### src/rtl/fifo_pkg.sv
`default_nettype none
// ============================================================================
//  Module   : fifo_pkg
//  Purpose  : Shared definitions for the parametrised synchronous FIFO:
//             default geometry, count/pointer width helpers and the
//             parameter legality check used at elaboration.
//  Ports    : (package - none)
//  Revision : 1.0  initial release
// ============================================================================
package fifo_pkg;

  localparam int unsigned DEF_WIDTH = 8;
  localparam int unsigned DEF_DEPTH = 16;

  // Occupancy must represent 0..DEPTH inclusive, hence DEPTH+1 states.
  function automatic int unsigned cnt_width(input int unsigned depth);
    return $clog2(depth + 1);
  endfunction

  // Pointers address DEPTH entries and wrap naturally at the power of two.
  function automatic int unsigned ptr_width(input int unsigned depth);
    return (depth < 2) ? 1 : $clog2(depth);
  endfunction

  function automatic bit params_legal(input int unsigned width,
                                      input int unsigned depth,
                                      input int unsigned af,
                                      input int unsigned ae);
    return (width >= 1) && (depth >= 2) && ((depth & (depth - 1)) == 0) &&
           (af >= 1) && (af <= depth) && (ae < depth);
  endfunction

endpackage
`default_nettype wire

### src/rtl/fifo_mem_2p.sv
`default_nettype none
// ============================================================================
//  Module   : fifo_mem_2p
//  Purpose  : DEPTH x WIDTH storage, one synchronous write port and one
//             synchronous (registered) read port. The read register is
//             reset to zero; the array itself is never cleared.
//  Ports    : clock, reset          - clock / synchronous active-high reset
//             wr_en_i, wr_addr_i,
//             wr_data_i             - write port
//             rd_en_i, rd_addr_i    - read request / address
//             rd_data_o             - registered read data, holds when idle
//  Revision : 1.0  initial release
// ============================================================================
module fifo_mem_2p
  import fifo_pkg::*;
#(
  parameter int unsigned WIDTH = DEF_WIDTH,
  parameter int unsigned DEPTH = DEF_DEPTH
) (
  input  logic                          clock,
  input  logic                          reset,
  input  logic                          wr_en_i,
  input  logic [ptr_width(DEPTH)-1:0]   wr_addr_i,
  input  logic [WIDTH-1:0]              wr_data_i,
  input  logic                          rd_en_i,
  input  logic [ptr_width(DEPTH)-1:0]   rd_addr_i,
  output logic [WIDTH-1:0]              rd_data_o
);

  logic [WIDTH-1:0] mem_q [DEPTH];
  logic [WIDTH-1:0] rd_data_q;

  always_ff @(posedge clock) begin
    if (wr_en_i) begin
      mem_q[wr_addr_i] <= wr_data_i;
    end
  end

  // Read samples the array before this edge's write lands, so a read and
  // write to the same slot (full FIFO) returns the old word.
  always_ff @(posedge clock) begin
    if (reset) begin
      rd_data_q <= '0;
    end else if (rd_en_i) begin
      rd_data_q <= mem_q[rd_addr_i];
    end
  end

  assign rd_data_o = rd_data_q;

endmodule
`default_nettype wire

### src/rtl/sync_fifo_param.sv
`default_nettype none
// ============================================================================
//  Module   : sync_fifo_param
//  Purpose  : Parametrised single-clock FIFO with occupancy count,
//             almost-full/almost-empty thresholds, registered read data with
//             valid strobe and sticky overflow/underflow error flags.
//  Ports    : clock, reset          - clock / synchronous active-high reset
//             write_en, data_in     - write request and data
//             read_en               - read request
//             data_out, data_valid  - registered read data + 1-cycle strobe
//             fifo_full, fifo_empty,
//             almost_full,
//             almost_empty, count   - registered occupancy status
//             overflow_err,
//             underflow_err         - sticky rejected-request flags
//             clear_err             - clears both error flags
//  Revision : 1.0  initial release
// ============================================================================
module sync_fifo_param
  import fifo_pkg::*;
#(
  parameter int unsigned WIDTH     = DEF_WIDTH,
  parameter int unsigned DEPTH     = DEF_DEPTH,
  parameter int unsigned AF_THRESH = 14,
  parameter int unsigned AE_THRESH = 2
) (
  input  logic                         clock,
  input  logic                         reset,
  input  logic                         write_en,
  input  logic [WIDTH-1:0]             data_in,
  input  logic                         read_en,
  output logic [WIDTH-1:0]             data_out,
  output logic                         data_valid,
  output logic                         fifo_full,
  output logic                         fifo_empty,
  output logic                         almost_full,
  output logic                         almost_empty,
  output logic [cnt_width(DEPTH)-1:0]  count,
  output logic                         overflow_err,
  output logic                         underflow_err,
  input  logic                         clear_err
);

  localparam int unsigned c_cnt_w = cnt_width(DEPTH);
  localparam int unsigned c_ptr_w = ptr_width(DEPTH);
  localparam logic [c_cnt_w-1:0] c_depth = c_cnt_w'(DEPTH);
  localparam logic [c_cnt_w-1:0] c_af    = c_cnt_w'(AF_THRESH);
  localparam logic [c_cnt_w-1:0] c_ae    = c_cnt_w'(AE_THRESH);

  if (!params_legal(WIDTH, DEPTH, AF_THRESH, AE_THRESH)) begin : g_param_check
    $error("sync_fifo_param: illegal WIDTH/DEPTH/AF_THRESH/AE_THRESH combination");
  end

  logic [c_ptr_w-1:0] wr_ptr_q, wr_ptr_d;
  logic [c_ptr_w-1:0] rd_ptr_q, rd_ptr_d;
  logic [c_cnt_w-1:0] count_q,  count_d;
  logic               full_q,   full_d;
  logic               empty_q,  empty_d;
  logic               afull_q,  afull_d;
  logic               aempty_q, aempty_d;
  logic               valid_q,  valid_d;
  logic               ovf_q,    ovf_d;
  logic               unf_q,    unf_d;
  logic               rd_ok;
  logic               wr_ok;

  // At full, an accepted read frees a slot in the same cycle, so the write
  // is allowed too. At empty the read is rejected (no fall-through).
  assign rd_ok = read_en & ~empty_q;
  assign wr_ok = write_en & (~full_q | rd_ok);

  always_comb begin
    wr_ptr_d = wr_ok ? (wr_ptr_q + c_ptr_w'(1)) : wr_ptr_q;
    rd_ptr_d = rd_ok ? (rd_ptr_q + c_ptr_w'(1)) : rd_ptr_q;
    count_d  = count_q + c_cnt_w'(wr_ok) - c_cnt_w'(rd_ok);
    // Flags come from the next count so they are exact one cycle after
    // the event that changed occupancy.
    full_d   = (count_d == c_depth);
    empty_d  = (count_d == '0);
    afull_d  = (count_d >= c_af);
    aempty_d = (count_d <= c_ae);
    valid_d  = rd_ok;
    // Set has priority over clear.
    ovf_d    = (write_en & ~wr_ok) | (ovf_q & ~clear_err);
    unf_d    = (read_en  & ~rd_ok) | (unf_q & ~clear_err);
  end

  always_ff @(posedge clock) begin
    if (reset) begin
      wr_ptr_q <= '0;
      rd_ptr_q <= '0;
      count_q  <= '0;
      full_q   <= 1'b0;
      empty_q  <= 1'b1;
      afull_q  <= 1'b0;
      aempty_q <= 1'b1;
      valid_q  <= 1'b0;
      ovf_q    <= 1'b0;
      unf_q    <= 1'b0;
    end else begin
      wr_ptr_q <= wr_ptr_d;
      rd_ptr_q <= rd_ptr_d;
      count_q  <= count_d;
      full_q   <= full_d;
      empty_q  <= empty_d;
      afull_q  <= afull_d;
      aempty_q <= aempty_d;
      valid_q  <= valid_d;
      ovf_q    <= ovf_d;
      unf_q    <= unf_d;
    end
  end

  fifo_mem_2p #(
    .WIDTH (WIDTH),
    .DEPTH (DEPTH)
  ) u_mem (
    .clock     (clock),
    .reset     (reset),
    .wr_en_i   (wr_ok & ~reset),
    .wr_addr_i (wr_ptr_q),
    .wr_data_i (data_in),
    .rd_en_i   (rd_ok),
    .rd_addr_i (rd_ptr_q),
    .rd_data_o (data_out)
  );

  assign data_valid    = valid_q;
  assign fifo_full     = full_q;
  assign fifo_empty    = empty_q;
  assign almost_full   = afull_q;
  assign almost_empty  = aempty_q;
  assign count         = count_q;
  assign overflow_err  = ovf_q;
  assign underflow_err = unf_q;

endmodule
`default_nettype wire

### config.mk
export PLATFORM = sky130hd
export DESIGN_NAME = sync_fifo_param
export DESIGN_NICKNAME = d
export VERILOG_FILES = /design/src/rtl/fifo_pkg.sv /design/src/rtl/fifo_mem_2p.sv /design/src/rtl/sync_fifo_param.sv
export SDC_FILE = /design/constraint.sdc
export NUM_CORES = 1
export LEC_CHECK = 0
export CAP_MARGIN = 30
export CORE_MARGIN = 4
export CORE_UTILIZATION = 45
export DETAILED_ROUTE_END_ITERATION = 6
export PLACE_DENSITY_LB_ADDON = 0.2
export SKIP_CTS_REPAIR_TIMING = 1
export SLEW_MARGIN = 20
export SYNTH_ARGS = -nofsm -noshare
export SYNTH_HDL_FRONTEND = slang
export SYNTH_SLANG_ARGS = --single-unit
### constraint.sdc
create_clock -name clock -period 5.2 [get_ports clock]
set_input_delay 0.78 -clock clock [delete_from_list [all_inputs] [get_ports clock]]
set_output_delay 0.78 -clock clock [all_outputs]
set_load 0.05 [all_outputs]
==> summary.md <==
| Metric | Value |
|---|---|
| Status | completed |
| Routability congestion estimate | 0.776 |
| Crit path required time | 5510 ps |
| Post-DP HPWL | 7.84 mm |
| Final core occ | 54.6% |
| Slew HR | 38.1% |
| Clk buf depth | 2 |
| Cell Chain, Critical Path | clkdlybuf4s50_1 > nand2b_1 > a21oi_1 > inv_1 > ha_1 > inv_1 > ha_1 > fa_1 > a21o_1 > a21oi_1 > xnor2_1 > and4bb_2 |
| Synth Area in Adders | 2.34% |
| Seq/Total Area, Yosys | 70.9% |
| LEAKAGE | ~2.4 nW |
| CP Max Fanout | 9 |
| Worst-path clk slew | 50 ps |
| Synth Net Count | 429 |
| Boundary Pins | 33 |
| Synth warn | 0 |
| Flop pwr share | a little over two fifths |
| Tot GR Track Use | 16.3% |
| Final wirelength | around 12 mm |
| Clock Skews | 9.63 ps |
| RSZ-0062 raised after global routing | false |
| Cell Pwr Density | 459 nW/µm² |
| Comb pwr share | between 10% and 20% |
| Vias/cell | 5.34 |
| Core area | approximately 13000 µm² |
| Setup crit end kind | flip-flop |
| Critical path's slowest cell | clkdlybuf4s50_1 |
| Placed insts | approximately 600 |
| Die width | approximately 130 µm |
| Main combinational cell family by area after synthesis | multiplexers |
| Initial drt markers | 234 |
| First-pass GRT wire length | 19.4 mm |
| Area Overhead vs Synth | 17.7% |
| Mux cell area share after synthesis | between 10% and 20% |
| Rows | 42 |
| Share of cells above drive strength 1 | a little under a tenth |
| Mean post-synth cell area | 15.3 µm² |
| H-tree depth | 4 |
| Crit path time final | about 3400 ps |
| Startpoint Class | input port |
| Hold slack | about 450 ps |
| Residual DRC | 0 |
| Compound-Gate Fraction of Synth Area | approximately 5.3% |
| Post-Synthesis Cells | between 400 and 500 |
| Worst-Skew Late Latency | 420 ps |
| Cell area after synthesis | 6210 µm² |
| Starting density of the core | ~46% |
| Fin. Hold Viols | 0 |
| CTS Root Cell | clkbuf_16 |
| Fillers | 1109 |
| Simple-Gate Fraction of Synth Area | ~6.5% |
| Final period utilization | between 60% and 70% |
| Crit path arrival time | 3730 ps |
| Via count | roughly 3400 |
| Initial antenna violation count | 0 |
| Buffers on Ports | 32 |
| Nets | 466 |
| Setup CP Type | input port to flip-flop |
| Sw Ratio | 26.6% |
| Ant diodes | 0 |
| Wire per inst | 19.3 µm |
| Type of the tightest min-delay check | flip-flop to flip-flop |
| Slew Limit Fails | 0 |
| Internal power | 2.47 mW |
| Die area | 15800 µm² |
| Post-DRT Antenna Nets | 0 |
| FF/Latch Area | roughly 4400 µm² |
| Setup-failing EPs final | 0 |
| Psw | between 0.8 and 0.9 mW |
| CP max stage delay | 470 ps |
| Worst vdd ir | 0.000336 V |
| Setup TNS | 0 ps |
| Grt ovf | 0 |
| DR pass1 iterations | 4 |
| Max Cap Violations | 0 |
| Clock share of power | 37.8% |
| Area of the multi-input gates | around 1600 µm² |
| Largest net degree at the start of global routing | 34 |
| CTS tree | built |
| Fmax | 292 MHz |
| Die height | 126 µm |
| Post-Layout Cell Count | 630 |
| Distinct cells, synth | 36 |
| Worst slew pin tran | 926 ps |
| Vias in the first global route | between 3000 and 4000 |
| Clk sinks | 156 |
| Xor/xnor share of the synthesized area | 1.41% |
| Seq cells post-synth | 156 |
| CTS Buf Count | 17 |
[flip-flops by register name, indices dropped and copies added, names as in the netlist]
name and count:
almost_empty 1, fifo_full 1, data_valid 1, fifo_empty 1, u_mem.mem_q 128, u_mem.rd_data_o 8, rd_ptr_q 4, overflow_err 1
count 5, wr_ptr_q 4, underflow_err 1, almost_full 1
[power by group through the flow]
stage                     Sequential, mW  Clock [mW]  Combinational, mW
after floorplan                     1.63           0              0.294
after detailed placement            1.49           0              0.624
after global placement              1.49           0              0.614
final                               1.47        1.27              0.620
after CTS                           1.47        1.29              0.628
after global routing                1.48        1.35              0.683
[through the flow]
stage	total power [mW]	instance area (µm²)	setup WS, ps
after global placement	2.11	6690	1420
after floorplan	1.92	6210	2100
final	3.36	7320	1780
after detailed placement	2.12	6710	1360
after CTS	3.39	7320	1790
after global routing	3.51	7320	1460
[critical path: cells and delay by family]
family | cells | cell delay, ps
fa+ha+maj | 3 | 880
simple gates | 2 | 510
buf+inv | 3 | 600
compound gates | 3 | 710
xor+xnor | 1 | 250
[Yosys cell counts]
master / instances / share of area, %
clkbuf_1: 5 / 0.30
nor3_1: 4 / 0.32
a21o_1: 2 / 0.24
mux4_2: 1 / 0.36
inv_2: 1 / 0.060
buf_2: 10 / 0.81
dfxtp_1: 28 / 9.0
nor2_1: 28 / 1.7
nor3_2: 1 / 0.16
nand2b_1: 4 / 0.40
mux2i_1: 59 / 9.5
o32ai_1: 1 / 0.14
a32oi_1: 2 / 0.28
nand4_1: 1 / 0.10
a41o_1: 2 / 0.32
mux4_1: 2 / 0.85
nor2b_1: 2 / 0.20
and3_1: 1 / 0.10
ha_1: 10 / 2.0
a21oi_1: 4 / 0.32
mux2_2: 1 / 0.18
a211oi_1: 2 / 0.24
nand3_1: 22 / 1.8
and2_1: 1 / 0.10
and2b_4: 1 / 0.16
buf_6: 2 / 0.36
and4bb_2: 1 / 0.20
a211oi_2: 1 / 0.20
xnor2_1: 6 / 0.85
edfxtp_1: 128 / 62
xor2_1: 4 / 0.56
nand2_1: 22 / 1.3
inv_1: 13 / 0.79
fa_1: 1 / 0.32
buf_4: 3 / 0.36
a22oi_1: 29 / 3.5
[routing by layer]
metal | track usage [%] | share of wire [%] | wire length (µm)
met1 | 20.9 | 43 | 5230
met2 | 26.3 | 50 | 6110
met3 | 4.61 | 5.4 | 658
met4 | 6.31 | 1.2 | 145
met5 | 0 | 0 | 0
[cells by family (layout without fill, tap and decap cells)]
kind of cell / after synthesis / in the layout
buffers and inverters: 34 / 83
adder cells (fa/ha/maj): 11 / 11
multiplexers: 63 / 63
AND/OR/NAND/NOR: 88 / 88
XOR/XNOR: 10 / 10
AO/OA/AOI/OAI: 43 / 43
flip-flops: 156 / 156
[path summary, 6_finish.rpt]
path                      startpoint            endpoint  slack, ps  depth (start not counted)
setup / recovery             read_en           fifo_full       1780                         12
hold / removal    u_mem.rd_data_o[4]  u_mem.rd_data_o[4]        450                          2
setup reg to reg          fifo_empty           fifo_full       2210                         11
hold reg to reg   u_mem.rd_data_o[4]  u_mem.rd_data_o[4]        450                          2
[area by class of cell]
type	instances	share of cell area, %
Clock inverter	8	1.93
Inverter	14	0.718
Timing Repair Buffer	38	5.17
Tap cell	176	3.01
Sequential cell	156	60.3
Multi-Input combinational cell	215	22.5
Clock buffer	23	6.40
[cells in the final DEF, fill, tap and decap left out, drive strengths merged, types with 5 or more instances in the layout]
master | synthesis | final
a22oi | 29 | 29
buf | 15 | 6
clkbuf | 5 | 23
clkdlybuf4s50 | 0 | 32
dfxtp | 28 | 28
edfxtp | 128 | 128
ha | 10 | 10
inv | 14 | 14
mux2i | 59 | 59
nand2 | 22 | 22
nand3 | 22 | 22
nor2 | 28 | 28
nor3 | 5 | 5
xnor2 | 6 | 6
(Power assumes the default switching activity.)
